===== config.mk =====
export PLATFORM = sky130hd
export DESIGN_NAME = dma_tx
export DESIGN_NICKNAME = d
export VERILOG_FILES = /design/src/rtl/dma_pkg.sv /design/src/rtl/axis_skid.sv /design/src/rtl/dma_tx.sv
export SDC_FILE = /design/constraint.sdc
export NUM_CORES = 1
export LEC_CHECK = 0
export ABC_AREA = 0
export CAP_MARGIN = 10
export CORE_MARGIN = 4
export CORE_UTILIZATION = 48
export CTS_CLUSTER_SIZE = 25
export DETAILED_ROUTE_END_ITERATION = 10
export PLACE_DENSITY = 0.76
export SLEW_MARGIN = 40
export SYNTH_ARGS = -nofsm -noshare
export SYNTH_HDL_FRONTEND = slang
export SYNTH_SLANG_ARGS = --single-unit

===== constraint.sdc =====
create_clock -name clk_dma -period 9.11 [get_ports clk_dma]
set_clock_uncertainty 0.2 [all_clocks]
set_input_delay 0.911 -clock clk_dma [delete_from_list [all_inputs] [get_ports clk_dma]]
set_output_delay 0.911 -clock clk_dma [all_outputs]
set_load 0.02 [all_outputs]

===== src/rtl/dma_pkg.sv =====
// Shared definitions for the IFFT DMA transmit/receive paths.
// State encoding and default stream geometry.
package dma_pkg;

  localparam int DMA_DATA_W         = 64;
  localparam int DMA_SAMPLES_PER_CH = 8192;

  typedef enum logic [2:0] {
    WAIT_RAM = 3'd0,
    IDLE     = 3'd1,
    CH_A     = 3'd2,
    CH_B     = 3'd3,
    DRAIN    = 3'd4
  } dma_state_e;

  function automatic logic is_busy(dma_state_e s);
    return (s == CH_A) || (s == CH_B) || (s == DRAIN);
  endfunction

endpackage


===== src/rtl/axis_skid.sv =====
// Two-entry full-throughput skid buffer with registered input ready.
// Output register plus one overflow slot; order preserved.
module axis_skid
  import dma_pkg::*;
#(
  parameter int DATA_W = DMA_DATA_W
) (
  input  logic              clk_i,
  input  logic              rst_i,
  input  logic              in_vld_i,
  output logic              in_rdy_o,
  input  logic [DATA_W-1:0] in_dat_i,
  output logic              out_vld_o,
  input  logic              out_rdy_i,
  output logic [DATA_W-1:0] out_dat_o,
  output logic              empty_o
);

  logic              out_vld_q, out_vld_d;
  logic [DATA_W-1:0] out_dat_q, out_dat_d;
  logic              sk_vld_q, sk_vld_d;
  logic [DATA_W-1:0] sk_dat_q, sk_dat_d;
  logic              rdy_q, rdy_d;
  logic              push, pop;

  assign push = in_vld_i & rdy_q;
  assign pop  = out_vld_q & out_rdy_i;

  always_comb begin
    out_vld_d = out_vld_q;
    out_dat_d = out_dat_q;
    sk_vld_d  = sk_vld_q;
    sk_dat_d  = sk_dat_q;
    if (!out_vld_q || pop) begin
      if (sk_vld_q) begin
        out_vld_d = 1'b1;
        out_dat_d = sk_dat_q;
        sk_vld_d  = 1'b0;
      end else if (push) begin
        out_vld_d = 1'b1;
        out_dat_d = in_dat_i;
      end else begin
        out_vld_d = 1'b0;
      end
    end else if (push) begin
      // Output stalled: park the beat in the overflow slot.
      sk_vld_d = 1'b1;
      sk_dat_d = in_dat_i;
    end
    rdy_d = !sk_vld_d;
  end

  always_ff @(posedge clk_i or posedge rst_i) begin
    if (rst_i) begin
      out_vld_q <= 1'b0;
      out_dat_q <= '0;
      sk_vld_q  <= 1'b0;
      sk_dat_q  <= '0;
      rdy_q     <= 1'b1;
    end else begin
      out_vld_q <= out_vld_d;
      out_dat_q <= out_dat_d;
      sk_vld_q  <= sk_vld_d;
      sk_dat_q  <= sk_dat_d;
      rdy_q     <= rdy_d;
    end
  end

  assign in_rdy_o  = rdy_q;
  assign out_vld_o = out_vld_q;
  assign out_dat_o = out_dat_q;
  assign empty_o   = !out_vld_q && !sk_vld_q;

endmodule


===== src/rtl/dma_tx.sv =====
// DMA MM2S burst splitter: first half to IFFT A, second half to IFFT B.
// Define DMA_TX_TLAST_CHK_EN to enable sticky tlast framing check.
module dma_tx
  import dma_pkg::*;
#(
  parameter int DATA_W         = DMA_DATA_W,
  parameter int SAMPLES_PER_CH = DMA_SAMPLES_PER_CH
) (
  input  logic              clk_dma,
  input  logic              arst,
  input  logic              start_tx_dma,
  input  logic              s_axi_dma_tvld,
  output logic              s_axi_dma_trdy,
  input  logic [DATA_W-1:0] s_axi_dma_tdat,
  input  logic              s_axi_dma_tlast,
  output logic              iffta_dma_axi_tvld,
  input  logic              iffta_dma_axi_trdy,
  output logic [DATA_W-1:0] iffta_dma_axi_tdat,
  input  logic              iffta_ram_rdy,
  output logic              ifftb_dma_axi_tvld,
  input  logic              ifftb_dma_axi_trdy,
  output logic [DATA_W-1:0] ifftb_dma_axi_tdat,
  input  logic              ifftb_ram_rdy,
  output logic              tx_busy,
  output logic              tx_done,
  output logic              tlast_err
);

  localparam int CNT_W = $clog2(SAMPLES_PER_CH);
  localparam logic [CNT_W-1:0] CNT_LAST = CNT_W'(SAMPLES_PER_CH - 1);

  dma_state_e       state_q, state_d;
  logic [CNT_W-1:0] cnt_q, cnt_d;
  logic             busy_q, done_q, done_d, err_q, err_d;
  logic             rdy_a, rdy_b, empty_a, empty_b;
  logic             in_a, in_b;
  logic             acc, last_beat;

  // Ready comes only from state and registered skid ready.
  assign s_axi_dma_trdy = ((state_q == CH_A) && rdy_a)
                       || ((state_q == CH_B) && rdy_b);
  assign acc       = s_axi_dma_tvld && s_axi_dma_trdy;
  assign last_beat = (cnt_q == CNT_LAST);
  assign in_a      = s_axi_dma_tvld && (state_q == CH_A);
  assign in_b      = s_axi_dma_tvld && (state_q == CH_B);

  always_comb begin
    state_d = state_q;
    cnt_d   = cnt_q;
    done_d  = 1'b0;
    unique case (state_q)
      WAIT_RAM: begin
        if (iffta_ram_rdy && ifftb_ram_rdy) state_d = IDLE;
      end
      IDLE: begin
        if (start_tx_dma) state_d = CH_A;
      end
      CH_A, CH_B: begin
        if (acc) begin
          cnt_d = last_beat ? '0 : cnt_q + 1'b1;
          if (last_beat) state_d = (state_q == CH_A) ? CH_B : DRAIN;
        end
      end
      DRAIN: begin
        if (empty_a && empty_b) begin
          state_d = WAIT_RAM;
          done_d  = 1'b1;
        end
      end
      default: state_d = WAIT_RAM;
    endcase
  end

`ifdef DMA_TX_TLAST_CHK_EN
  assign err_d = err_q || (acc && (s_axi_dma_tlast != last_beat));
`else
  logic unused_tlast;
  assign unused_tlast = s_axi_dma_tlast;
  assign err_d        = 1'b0;
`endif

  always_ff @(posedge clk_dma or posedge arst) begin
    if (arst) begin
      state_q <= WAIT_RAM;
      cnt_q   <= '0;
      busy_q  <= 1'b0;
      done_q  <= 1'b0;
      err_q   <= 1'b0;
    end else begin
      state_q <= state_d;
      cnt_q   <= cnt_d;
      busy_q  <= is_busy(state_d);
      done_q  <= done_d;
      err_q   <= err_d;
    end
  end

  axis_skid #(.DATA_W(DATA_W)) skid_a (
    .clk_i     (clk_dma),
    .rst_i     (arst),
    .in_vld_i  (in_a),
    .in_rdy_o  (rdy_a),
    .in_dat_i  (s_axi_dma_tdat),
    .out_vld_o (iffta_dma_axi_tvld),
    .out_rdy_i (iffta_dma_axi_trdy),
    .out_dat_o (iffta_dma_axi_tdat),
    .empty_o   (empty_a)
  );

  axis_skid #(.DATA_W(DATA_W)) skid_b (
    .clk_i     (clk_dma),
    .rst_i     (arst),
    .in_vld_i  (in_b),
    .in_rdy_o  (rdy_b),
    .in_dat_i  (s_axi_dma_tdat),
    .out_vld_o (ifftb_dma_axi_tvld),
    .out_rdy_i (ifftb_dma_axi_trdy),
    .out_dat_o (ifftb_dma_axi_tdat),
    .empty_o   (empty_b)
  );

  assign tx_busy   = busy_q;
  assign tx_done   = done_q;
  assign tlast_err = err_q;

endmodule


==> impl_metrics.prom, run 1 <==
# TYPE chip_impl_metric gauge
chip_impl_metric{name="fp.coreArea",unit="µm²"} 25300
chip_impl_metric{name="post_dp_cell_area",unit="µm²"} 14700
chip_impl_metric{name="max_cap_viol_count",unit=""} 0
chip_impl_info{name="class_of_the_tightest_hold_or_removal_check",value="flip-flop to flip-flop"} 1
chip_impl_metric{name="antenna-diode-count",unit=""} 0
chip_impl_metric{name="synth_seq_cells",unit=""} 280
chip_impl_metric{name="drt_iter0_drc",unit=""} 303
chip_impl_metric{name="worstPathArrival",unit="ps"} 2410
chip_impl_metric{name="buffers_and_inverters_on_the_worst_path",unit=""} 1
chip_impl_info{name="cts-root-buf",value="clkbuf_16"} 1
chip_impl_metric{name="floorplan.initialDensity",unit="%"} 49.2
chip_impl_metric{name="grt_antenna_before_repair",unit=""} 1
chip_impl_info{name="crit-reg2reg-launch",value="state_q[2]$_DFF_PP0_"} 1
chip_impl_metric{name="worstPathMaxFanout",unit=""} 11
chip_impl_metric{name="clock_sinks",unit=""} 280
chip_impl_metric{name="clk_pin_slew",unit="ps"} 60
chip_impl_metric{name="global_route_wire_length_before_repair",unit="µm"} 42100
chip_impl_metric{name="synth-seq-area-share",unit="%"} 56.2
chip_impl_metric{name="netlist_area",unit="µm²"} 12500
chip_impl_metric{name="drt_pre_antenna_iters",unit=""} 4
chip_impl_info{name="rsz_0062_raised_after_global_routing",value="false"} 1
chip_impl_metric{name="area_delta_synth_final",unit="%"} 26.7
chip_impl_metric{name="synth_cells",unit=""} 796
chip_impl_metric{name="instances_no_fill",unit=""} 1353
chip_impl_info{name="synth-main-ff-cell",value="dfrtp_1"} 1
chip_impl_metric{name="die-area",unit="µm²"} 28600
chip_impl_metric{name="avgViaCountPerCell",unit=""} 5.29
chip_impl_info{name="status",value="finished clean"} 1
chip_impl_metric{name="synth_enable_flop_cells",unit=""} 0
chip_impl_metric{name="total_clock_buffers_created_by_cts",unit=""} 30
chip_impl_metric{name="finalMaxSlewViolations",unit=""} 0
chip_impl_info{name="worst_r2r_endpoint",value="skid_b.out_dat_o[63]$_DFFE_PP0P_"} 1
chip_impl_metric{name="dp.final_hpwl",unit="µm"} 15700
chip_impl_metric{name="reg2regPathDepth",unit=""} 6
chip_impl_metric{name="ir_drop_worst_case_vdd",unit="V"} 0.000198
chip_impl_info{name="synth_top_cells_by_area",value="dfrtp_1, mux2_2, mux2_4, buf_6, mux2_1"} 1
chip_impl_metric{name="synth_mux_area_share",unit="%"} 36.7
chip_impl_metric{name="clk_latency",unit="ps"} 530
chip_impl_metric{name="syn_nets",unit=""} 870
chip_impl_metric{name="timing.final.setup_violations",unit=""} 0
chip_impl_info{name="cp_slowest_cell",value="dfrtp_1"} 1
chip_impl_metric{name="whs",unit="ps"} 270
chip_impl_metric{name="track_usage",unit="%"} 18.0
chip_impl_metric{name="globalRouteOverflowTotal",unit=""} 0
chip_impl_metric{name="synth-compound-area-share",unit="%"} 1.09
chip_impl_info{name="setup.worst_path.class",value="flip-flop to output pin"} 1
chip_impl_metric{name="totalWireLength",unit="µm"} 26100
chip_impl_metric{name="floorplan.rows",unit=""} 58
chip_impl_metric{name="die_y",unit="µm"} 169
chip_impl_metric{name="yosysWarnings",unit=""} 0
chip_impl_info{name="largest_family_of_logic_cells_by_synthesized_area",value="multiplexers"} 1
chip_impl_metric{name="detail_route.wl_per_cell",unit="µm"} 19.3
chip_impl_metric{name="placement.setup.worst_slack",unit="ps"} 5160
chip_impl_metric{name="ys_types",unit=""} 45
chip_impl_metric{name="grt_start_max_net_pins",unit=""} 145
chip_impl_metric{name="synth-xor-area-share",unit="%"} 0.562
chip_impl_metric{name="layout.filler_cells",unit=""} 1908
chip_impl_metric{name="tns",unit="ps"} 0
chip_impl_metric{name="worstPathRequired",unit="ps"} 8000
chip_impl_info{name="setup_crit_end_kind",value="output pin"} 1
chip_impl_metric{name="cts-resized-gates",unit=""} 0
chip_impl_metric{name="globalplace.congestion",unit=""} 0.732
chip_impl_metric{name="layout_min_cycle_time",unit="ps"} 3520
chip_impl_metric{name="max_buffers_root_to_sink",unit=""} 3
chip_impl_info{name="timing.critical_path.from_type",value="flip-flop"} 1
chip_impl_metric{name="ant_nets",unit=""} 0
chip_impl_metric{name="post-route-period-util",unit="%"} 38.6
chip_impl_metric{name="highest_clock_rate",unit="MHz"} 284
chip_impl_info{name="min_from",value="cnt_q[12]$_DFFE_PP0P_"} 1
chip_impl_metric{name="drc",unit=""} 0
chip_impl_metric{name="maxSlewHeadroom",unit="%"} 50.2
chip_impl_metric{name="drive_gt1_share",unit="%"} 44.3
chip_impl_metric{name="synth_area_per_cell",unit="µm²"} 15.7
chip_impl_metric{name="finalInstanceArea",unit="µm²"} 15800
chip_impl_metric{name="finish.net_count",unit=""} 1073
chip_impl_metric{name="timing.critical_path.slowest_cell_delay",unit="ps"} 600
chip_impl_info{name="final_cell_mix",value="mux2_2, dfrtp_1, clkdlybuf4s50_1, mux2_4, clkbuf_16"} 1
chip_impl_metric{name="timing_worst_slew_pin_value",unit="ps"} 747
chip_impl_metric{name="routed-via-count",unit=""} 7160
chip_impl_info{name="mostFrequentLayoutCell",value="mux2_2"} 1
chip_impl_metric{name="ioPinCount",unit=""} 207
chip_impl_metric{name="cts_setup_buffers",unit=""} 0
chip_impl_info{name="worst_setup_path_startpoint",value="state_q[0]$_DFF_PP0_"} 1
chip_impl_info{name="cells_traversed_along_the_worst_timing_path",value="mux2i_2 -> nor3b_1 -> clkdlybuf4s50_1"} 1
chip_impl_metric{name="hold-path-cell-count",unit=""} 1
chip_impl_metric{name="timing.reg2reg.setup_slack",unit="ps"} 6120
chip_impl_metric{name="synthAdderAreaFrac",unit="%"} 0.100
chip_impl_metric{name="areal_power_density_over_the_cells",unit="nW/µm²"} 362
chip_impl_metric{name="netlist.area_leader.share",unit="%"} 55.8
chip_impl_metric{name="die_w",unit="µm"} 169
chip_impl_metric{name="ctsHoldBuffers",unit=""} 0
chip_impl_metric{name="p_leak",unit="nW"} 6.70
chip_impl_metric{name="h-tree-depth",unit=""} 1
chip_impl_info{name="min_to",value="cnt_q[12]$_DFFE_PP0P_"} 1
chip_impl_info{name="cp_top_family",value="flip-flops"} 1
chip_impl_metric{name="postLayoutSetupSlackWorst",unit="ps"} 5590
chip_impl_metric{name="hold_viol_final",unit=""} 0
chip_impl_metric{name="synth-async-reset-ratio",unit="%"} 100
chip_impl_info{name="cts_tree",value="done"} 1
chip_impl_metric{name="place.port_buffers",unit=""} 204
chip_impl_info{name="synth_area_leader_cell",value="dfrtp_1"} 1
chip_impl_metric{name="grt_pass1_vias",unit=""} 7699
chip_impl_metric{name="placed_cells_incl_taps",unit=""} 1296
chip_impl_metric{name="synth_simple_gate_area_share",unit="%"} 2.72
chip_impl_metric{name="timing.critical_path.depth",unit=""} 3
==> synthesized netlist by cell type (7+ instances only) <==
| master | instances |
|---|---|
| mux2_2 | 313 |
| dfrtp_1 | 278 |
| mux2_4 | 60 |
| buf_6 | 13 |
| clkbuf_1 | 11 |
| mux2_1 | 11 |
| buf_4 | 9 |
| nand2_1 | 9 |
| buf_2 | 8 |
| nand3_1 | 7 |
| xnor2_1 | 7 |
==> cell type report <==
type,instances,area (µm²),share of cell area (%)
repair buffers,213,2160,13.7
clock inverters,15,134,0.848
well taps,330,413,2.62
clock buffers,41,883,5.60
flip-flops and latches,280,7010,44.4
inverters,5,31.3,0.198
multi-input cells,469,5150,32.6
==> metal layers <==
layer  vias to the layer above  track usage (%)  part of all wire (%)
met5                         -                0                 0.046
met4                         2             3.85                   1.9
met3                        31             3.98                   5.3
met2                       176             29.4                    47
met1                      3670             25.1                    45
li1                       3281                -                     -
==> state kept, by name, summed over array words and instances (netlist names), 3 cells and up <==
register          count
cnt_q                13
skid_a.out_dat_o     64
skid_b.sk_dat_q      64
state_q               3
skid_a.sk_dat_q      64
skid_b.out_dat_o     64
==> worst max path at each step <==
stage	to	slack (ps)
after floorplan	cnt_q[0]$_DFFE_PP0P_	280
after global placement	skid_b.out_dat_o[63]$_DFFE_PP0P_	5160
after detailed placement	skid_b.out_dat_o[63]$_DFFE_PP0P_	5160
after CTS	s_axi_dma_trdy	5580
after global routing	s_axi_dma_trdy	5440
final	s_axi_dma_trdy	5590
==> power breakdown <==
group / leakage [nW] / switching [mW] / internal [mW]
Sequential: 3.36 / 0.337 / 1.86
Combinational: 2.83 / 0.984 / 1.31
Clock: 0.508 / 0.485 / 0.733
Total: 6.70 / 1.81 / 3.90
==> metrics by stage <==
step	power, mW	util [%]
floorplan	3.63	-
finish	5.71	62.3
global route	6.02	62.3
global placement	4.46	58.1
detailed placement	4.54	58.2
CTS	5.79	62.2
==> kinds of logic (layout without fill, tap and decap cells) <==
group	count (synthesis)	after routing
and+or+nand+nor	53	53
xor gates and xnor gates	8	8
buffers and inverters	47	274
other	1	1
DFF	280	280
adders and majority gates	1	1
AOI/OAI and AO/OA	20	20
muxes	386	386
No activity file was read; power rests on OpenSTA's default activity.
==> run 2: changes to the inputs <==
--- a/config.mk
+++ b/config.mk
@@ -8,10 +8,10 @@
 export ABC_AREA = 0
 export CAP_MARGIN = 10
 export CORE_MARGIN = 4
-export CORE_UTILIZATION = 48
+export CORE_UTILIZATION = 49
 export CTS_CLUSTER_SIZE = 25
 export DETAILED_ROUTE_END_ITERATION = 10
-export PLACE_DENSITY = 0.76
+export PLACE_DENSITY = 0.74
 export SLEW_MARGIN = 40
 export SYNTH_ARGS = -nofsm -noshare
 export SYNTH_HDL_FRONTEND = slang
==> constraint.sdc (replaced) <==
create_clock -name clk_dma -period 3.6 [get_ports clk_dma]
set_clock_uncertainty 0.2 [all_clocks]
set_input_delay 0.36 -clock clk_dma [delete_from_list [all_inputs] [get_ports clk_dma]]
set_output_delay 0.36 -clock clk_dma [all_outputs]
set_load 0.02 [all_outputs]
==> impl_metrics.prom, run 2 (synthesis results as in run 1) <==
# TYPE chip_impl_metric gauge
chip_impl_metric{name="layout_min_cycle_time",unit="ps"} 2970
chip_impl_info{name="final_cell_mix",value="mux2_2, dfrtp_1, clkdlybuf4s50_1, mux2_4, clkbuf_16"} 1
chip_impl_metric{name="clk_pin_slew",unit="ps"} 60
chip_impl_metric{name="whs",unit="ps"} 43.4
chip_impl_metric{name="avgViaCountPerCell",unit=""} 5.34
chip_impl_metric{name="detail_route.wl_per_cell",unit="µm"} 19.9
chip_impl_info{name="rsz_0062_raised_after_global_routing",value="false"} 1
chip_impl_metric{name="hold_viol_final",unit=""} 0
chip_impl_metric{name="pnr_total_power",unit="mW"} 14.7
chip_impl_metric{name="drive_gt1_share",unit="%"} 44.5
chip_impl_metric{name="global_route_wire_length_before_repair",unit="µm"} 43700
chip_impl_metric{name="net-switching-power",unit="mW"} 4.60
chip_impl_metric{name="finish.net_count",unit=""} 1079
chip_impl_info{name="setup.worst_path.class",value="flip-flop to output pin"} 1
chip_impl_metric{name="floorplan.rows",unit=""} 58
chip_impl_metric{name="max_buffers_root_to_sink",unit=""} 3
chip_impl_metric{name="drt_iter0_drc",unit=""} 344
chip_impl_metric{name="ctsHoldBuffers",unit=""} 0
chip_impl_metric{name="die_y",unit="µm"} 167
chip_impl_metric{name="max_cap_viol_count",unit=""} 0
chip_impl_metric{name="worstPathMaxFanout",unit=""} 11
chip_impl_metric{name="timing.critical_path.slowest_cell_delay",unit="ps"} 610
chip_impl_metric{name="clk_latency",unit="ps"} 520
chip_impl_metric{name="drt_pre_antenna_iters",unit=""} 4
chip_impl_metric{name="track_usage",unit="%"} 19.1
chip_impl_metric{name="share_clk_of_total_power",unit="%"} 22.3
chip_impl_metric{name="power_report.internal_total",unit="mW"} 10.1
chip_impl_info{name="cells_traversed_along_the_worst_timing_path",value="mux2i_2 -> nor3b_1 -> clkdlybuf4s50_1"} 1
chip_impl_info{name="cp_slowest_cell",value="dfrtp_1"} 1
chip_impl_metric{name="finalMaxSlewViolations",unit=""} 0
chip_impl_metric{name="grt_start_max_net_pins",unit=""} 71
chip_impl_metric{name="dp.final_hpwl",unit="µm"} 16900
chip_impl_info{name="cts-root-buf",value="clkbuf_16"} 1
chip_impl_info{name="mostFrequentLayoutCell",value="mux2_2"} 1
chip_impl_metric{name="worstPathRequired",unit="ps"} 3040
chip_impl_metric{name="sequentialPowerShare",unit="%"} 38.2
chip_impl_metric{name="totalWireLength",unit="µm"} 27100
chip_impl_metric{name="tns",unit="ps"} 0
chip_impl_metric{name="ant_nets",unit=""} 0
chip_impl_metric{name="power.share.switching",unit="%"} 31.2
chip_impl_metric{name="ioPinCount",unit=""} 207
chip_impl_metric{name="die_w",unit="µm"} 167
chip_impl_info{name="setup_crit_end_kind",value="output pin"} 1
chip_impl_metric{name="grt_pass1_vias",unit=""} 7924
chip_impl_metric{name="globalRouteOverflowTotal",unit=""} 0
chip_impl_info{name="class_of_the_tightest_hold_or_removal_check",value="primary input to async pin"} 1
chip_impl_metric{name="timing_worst_slew_pin_value",unit="ps"} 705
chip_impl_metric{name="power_frac_comb",unit="%"} 39.5
chip_impl_info{name="status",value="finished clean"} 1
chip_impl_metric{name="routed-via-count",unit=""} 7242
chip_impl_metric{name="fp.coreArea",unit="µm²"} 25100
chip_impl_metric{name="drc",unit=""} 0
chip_impl_metric{name="antenna-diode-count",unit=""} 0
chip_impl_metric{name="globalplace.congestion",unit=""} 0.748
chip_impl_info{name="cts_tree",value="done"} 1
chip_impl_metric{name="grt_antenna_before_repair",unit=""} 0
chip_impl_metric{name="total_clock_buffers_created_by_cts",unit=""} 29
chip_impl_metric{name="worstPathArrival",unit="ps"} 2410
chip_impl_metric{name="post-route-period-util",unit="%"} 82.4
chip_impl_metric{name="maxSlewHeadroom",unit="%"} 53.0
chip_impl_metric{name="area_delta_synth_final",unit="%"} 27.8
chip_impl_metric{name="layout.filler_cells",unit=""} 1927
chip_impl_info{name="timing.critical_path.from_type",value="flip-flop"} 1
chip_impl_metric{name="clock_sinks",unit=""} 280
chip_impl_metric{name="floorplan.initialDensity",unit="%"} 49.6
chip_impl_metric{name="cts-resized-gates",unit=""} 0
chip_impl_metric{name="place.port_buffers",unit=""} 204
chip_impl_metric{name="ir_drop_worst_case_vdd",unit="V"} 0.000516
chip_impl_metric{name="p_leak",unit="nW"} 6.76
chip_impl_metric{name="highest_clock_rate",unit="MHz"} 337
chip_impl_metric{name="areal_power_density_over_the_cells",unit="nW/µm²"} 926
chip_impl_metric{name="h-tree-depth",unit=""} 1
chip_impl_metric{name="die-area",unit="µm²"} 28000
chip_impl_metric{name="timing.final.setup_violations",unit=""} 0
chip_impl_metric{name="cts_setup_buffers",unit=""} 0
run 2: worst paths after layout:
check,slack [ps],to,start,depth (start not counted)
setup / recovery,630,s_axi_dma_trdy,state_q[0]$_DFF_PP0_,3
hold / removal,40,skid_a.out_dat_o[20]$_DFFE_PP0P_,arst,2
setup reg to reg,1180,skid_b.out_dat_o[62]$_DFFE_PP0P_,skid_b.sk_vld_q$_DFF_PP0_,4
hold reg to reg,280,cnt_q[12]$_DFFE_PP0P_,cnt_q[12]$_DFFE_PP0P_,1
max in group asynchronous,2290,skid_b.out_dat_o[11]$_DFFE_PP0P_,arst,3
min in group clk_dma,270,skid_a.out_vld_o$_DFFE_PP0P_,iffta_dma_axi_trdy,3
run 2: layer usage:
metal  GRT usage [%]  part of all wire, %  wire (µm)  vias up
met4            3.85                  1.7        451        0
met3            3.99                  5.2       1410       32
met1            25.7                   44      12000     3750
met2            32.5                   49      13200      155
li1                -                    -          -     3305
met5               0                    0          0        -
run 2: per-stage QoR:
stage	std cells	util [%]	worst slack [ps]	cell area, µm²
after global placement	1304	59.1	852	14800
after global routing	1357	63.4	477	15900
after floorplan	796	-	-666	12500
after detailed placement	1304	59.1	832	14800
after CTS	1357	63.4	600	15900
final	1357	63.4	635	15900
run 2: final cells by class:
| cell class | count | area, µm² | area share, % |
|---|---|---|---|
| Inverter | 5 | 22.5 | 0.141 |
| Sequential cell | 280 | 7020 | 44.1 |
| Clock buffer | 45 | 916 | 5.75 |
| Clock inverter | 8 | 165 | 1.04 |
| Timing Repair Buffer | 220 | 2240 | 14.1 |
| Multi-Input combinational cell | 469 | 5150 | 32.3 |
| Tap cell | 330 | 413 | 2.59 |
run 2: power by group through the flow:
stage	sequential, mW	combinational, mW	clock (mW)
after floorplan	6.30	2.87	0
after global placement	5.58	5.75	0
after detailed placement	5.65	5.87	0
after CTS	5.63	5.91	3.36
after global routing	5.82	6.17	3.50
final	5.63	5.81	3.29
run 2: critical path, delay by kind of cell (launching register included):
family | cells | cell delay, ps
multiplexers | 1 | 580
buffers and inverters | 1 | 570
flip-flops | 1 | 610
AND/OR/NAND/NOR | 1 | 120
==> run 3: changes to the inputs <==
--- a/config.mk
+++ b/config.mk
@@ -8,10 +8,10 @@
 export ABC_AREA = 0
 export CAP_MARGIN = 10
 export CORE_MARGIN = 4
-export CORE_UTILIZATION = 49
+export CORE_UTILIZATION = 48
 export CTS_CLUSTER_SIZE = 25
 export DETAILED_ROUTE_END_ITERATION = 10
-export PLACE_DENSITY = 0.74
+export PLACE_DENSITY = 0.76
 export SLEW_MARGIN = 40
 export SYNTH_ARGS = -nofsm -noshare
 export SYNTH_HDL_FRONTEND = slang
==> constraint.sdc (replaced) <==
create_clock -name clk_dma -period 2.5 [get_ports clk_dma]
set_clock_uncertainty 0.2 [all_clocks]
set_input_delay 0.25 -clock clk_dma [delete_from_list [all_inputs] [get_ports clk_dma]]
set_output_delay 0.25 -clock clk_dma [all_outputs]
set_load 0.02 [all_outputs]
==> impl_metrics.prom, run 3 (synthesis results as in run 1) <==
# TYPE chip_impl_metric gauge
chip_impl_metric{name="post-route-period-util",unit="%"} 94.9
chip_impl_metric{name="max_cap_viol_count",unit=""} 0
chip_impl_metric{name="whs",unit="ps"} 179
chip_impl_metric{name="grt_start_max_net_pins",unit=""} 62
chip_impl_metric{name="finish.net_count",unit=""} 1087
chip_impl_metric{name="grt_pass1_vias",unit=""} 7835
chip_impl_metric{name="power_report.internal_total",unit="mW"} 14.8
chip_impl_metric{name="detail_route.wl_per_cell",unit="µm"} 19.4
chip_impl_metric{name="worstPathRequired",unit="ps"} 2050
chip_impl_metric{name="routed-via-count",unit=""} 7192
chip_impl_metric{name="ir_drop_worst_case_vdd",unit="V"} 0.000765
chip_impl_metric{name="drt_iter0_drc",unit=""} 321
chip_impl_info{name="mostFrequentLayoutCell",value="mux2_2"} 1
chip_impl_metric{name="cts_setup_buffers",unit=""} 0
chip_impl_metric{name="avgViaCountPerCell",unit=""} 5.26
chip_impl_metric{name="buffers_and_inverters_on_the_worst_path",unit=""} 1
chip_impl_metric{name="p_leak",unit="nW"} 6.83
chip_impl_metric{name="areal_power_density_over_the_cells",unit="nW/µm²"} 1340
chip_impl_metric{name="clk_pin_slew",unit="ps"} 60
chip_impl_info{name="class_of_the_tightest_hold_or_removal_check",value="primary input to flip-flop"} 1
chip_impl_info{name="timing.critical_path.from_type",value="flip-flop"} 1
chip_impl_metric{name="clk_latency",unit="ps"} 540
chip_impl_info{name="status",value="finished clean"} 1
chip_impl_info{name="rsz_0062_raised_after_global_routing",value="false"} 1
chip_impl_metric{name="power_frac_comb",unit="%"} 39.4
chip_impl_metric{name="power.share.switching",unit="%"} 31.1
chip_impl_metric{name="timing_worst_slew_pin_value",unit="ps"} 538
chip_impl_metric{name="total_clock_buffers_created_by_cts",unit=""} 30
chip_impl_metric{name="floorplan.rows",unit=""} 58
chip_impl_metric{name="layout_min_cycle_time",unit="ps"} 2370
chip_impl_metric{name="highest_clock_rate",unit="MHz"} 422
chip_impl_metric{name="track_usage",unit="%"} 18.5
chip_impl_info{name="cp_slowest_cell",value="dfrtp_1"} 1
chip_impl_metric{name="die-area",unit="µm²"} 28600
chip_impl_metric{name="timing.final.setup_violations",unit=""} 0
chip_impl_metric{name="totalWireLength",unit="µm"} 26500
chip_impl_metric{name="dp.final_hpwl",unit="µm"} 17100
chip_impl_metric{name="hold_viol_final",unit=""} 0
chip_impl_info{name="cts-root-buf",value="clkbuf_16"} 1
chip_impl_metric{name="finalMaxSlewViolations",unit=""} 0
chip_impl_metric{name="die_w",unit="µm"} 169
chip_impl_info{name="cells_traversed_along_the_worst_timing_path",value="mux2i_2 -> nor3b_1 -> dlygate4sd2_1"} 1
chip_impl_metric{name="die_y",unit="µm"} 169
chip_impl_info{name="cp_top_family",value="flip-flops"} 1
chip_impl_metric{name="grt_antenna_before_repair",unit=""} 2
chip_impl_metric{name="area_delta_synth_final",unit="%"} 29.3
chip_impl_metric{name="timing.critical_path.slowest_cell_delay",unit="ps"} 540
chip_impl_metric{name="drive_gt1_share",unit="%"} 45.0
chip_impl_metric{name="worstPathArrival",unit="ps"} 1920
chip_impl_metric{name="globalRouteOverflowTotal",unit=""} 0
chip_impl_metric{name="h-tree-depth",unit=""} 1
chip_impl_info{name="setup_crit_end_kind",value="output pin"} 1
chip_impl_metric{name="global_route_wire_length_before_repair",unit="µm"} 43100
chip_impl_metric{name="net-switching-power",unit="mW"} 6.69
chip_impl_metric{name="ant_nets",unit=""} 0
chip_impl_info{name="final_cell_mix",value="mux2_2, dfrtp_1, clkdlybuf4s50_1, mux2_4, clkbuf_16"} 1
chip_impl_info{name="cts_tree",value="done"} 1
chip_impl_metric{name="place.port_buffers",unit=""} 204
chip_impl_metric{name="postLayoutSetupSlackWorst",unit="ps"} 129
chip_impl_info{name="setup.worst_path.class",value="flip-flop to output pin"} 1
chip_impl_metric{name="globalplace.congestion",unit=""} 0.780
chip_impl_metric{name="placement.setup.worst_slack",unit="ps"} 98.7
chip_impl_metric{name="layout.filler_cells",unit=""} 1851
chip_impl_metric{name="worstPathMaxFanout",unit=""} 11
chip_impl_metric{name="pnr_total_power",unit="mW"} 21.5
chip_impl_metric{name="sequentialPowerShare",unit="%"} 37.4
chip_impl_metric{name="maxSlewHeadroom",unit="%"} 63.9
chip_impl_metric{name="floorplan.initialDensity",unit="%"} 49.2
chip_impl_metric{name="max_buffers_root_to_sink",unit=""} 3
chip_impl_metric{name="drt_pre_antenna_iters",unit=""} 4
chip_impl_metric{name="drc",unit=""} 0
chip_impl_metric{name="share_clk_of_total_power",unit="%"} 23.2
chip_impl_metric{name="clock_sinks",unit=""} 280
chip_impl_metric{name="ioPinCount",unit=""} 207
chip_impl_metric{name="fp.coreArea",unit="µm²"} 25300
run 3: final timing paths:
kind,startpoint,endpoint,slack (ps),cells past startpoint
min in group asynchronous,arst,skid_a.out_dat_o[2]$_DFFE_PP0P_,520,4
max in group asynchronous,arst,skid_b.sk_dat_q[15]$_DFFE_PP0P_,880,5
setup / recovery,state_q[0]$_DFF_PP0_,s_axi_dma_trdy,130,3
setup reg to reg,state_q[0]$_DFF_PP0_,state_q[1]$_DFF_PP0_,330,5
hold / removal,iffta_dma_axi_trdy,skid_a.out_vld_o$_DFFE_PP0P_,180,3
hold reg to reg,cnt_q[12]$_DFFE_PP0P_,cnt_q[12]$_DFFE_PP0P_,280,1
run 3: worst register-to-register path, cell delays in order, from the launching register on:
cell      delay [ps]
dfrtp_1          540
mux2i_2          240
buf_4            190
nand2b_1         220
nor3_1           510
a31oi_1          150
run 3: routing by layer:
layer	vias to the layer above	global-route usage, %	wire [µm]
met5	-	0	12
li1	3319	-	-
met1	3667	26.5	12300
met3	37	3.77	1450
met4	2	4.13	492
met2	167	29.6	12200
run 3: power by group through the flow:
| stage | registers, mW | logic, mW | clock network, mW |
|---|---|---|---|
| after floorplan | 9.08 | 4.14 | 0 |
| after detailed placement | 8.10 | 8.57 | 0 |
| final | 8.05 | 8.47 | 5.00 |
| after CTS | 8.06 | 8.60 | 5.10 |
| after global routing | 8.32 | 9.01 | 5.31 |
| after global placement | 8.02 | 8.39 | 0 |
run 3: cell type report:
class / instances / area [µm²] / area share (%)
Sequential cell: 280 / 7020 / 43.5
Multi-Input combinational cell: 469 / 5150 / 32.0
Timing Repair Buffer: 227 / 2370 / 14.7
Clock buffer: 39 / 866 / 5.37
Tap cell: 330 / 413 / 2.56
Clock inverter: 17 / 278 / 1.72
Inverter: 5 / 22.5 / 0.140
Antenna cell: 1 / 2.50 / 0.0155
run 3: through the flow:
stage / setup TNS [ps] / instances / util [%] / area, µm²
finish: 0 / 1368 / 63.6 / 16100
global route: 0 / 1368 / 63.6 / 16100
CTS: 0 / 1367 / 63.6 / 16100
detailed placement: 0 / 1310 / 59.1 / 15000
global placement: 0 / 1310 / 59.1 / 15000
floorplan: -461620 / 796 / - / 12500
run 3: timing repair:
action / 4_1_cts / 5_1_grt
hold buffers: 1 / 0
endpoints found under the setup margin: 1 / 0
endpoints found under the hold margin: 93 / 0
gates resized for setup: 1 / 0
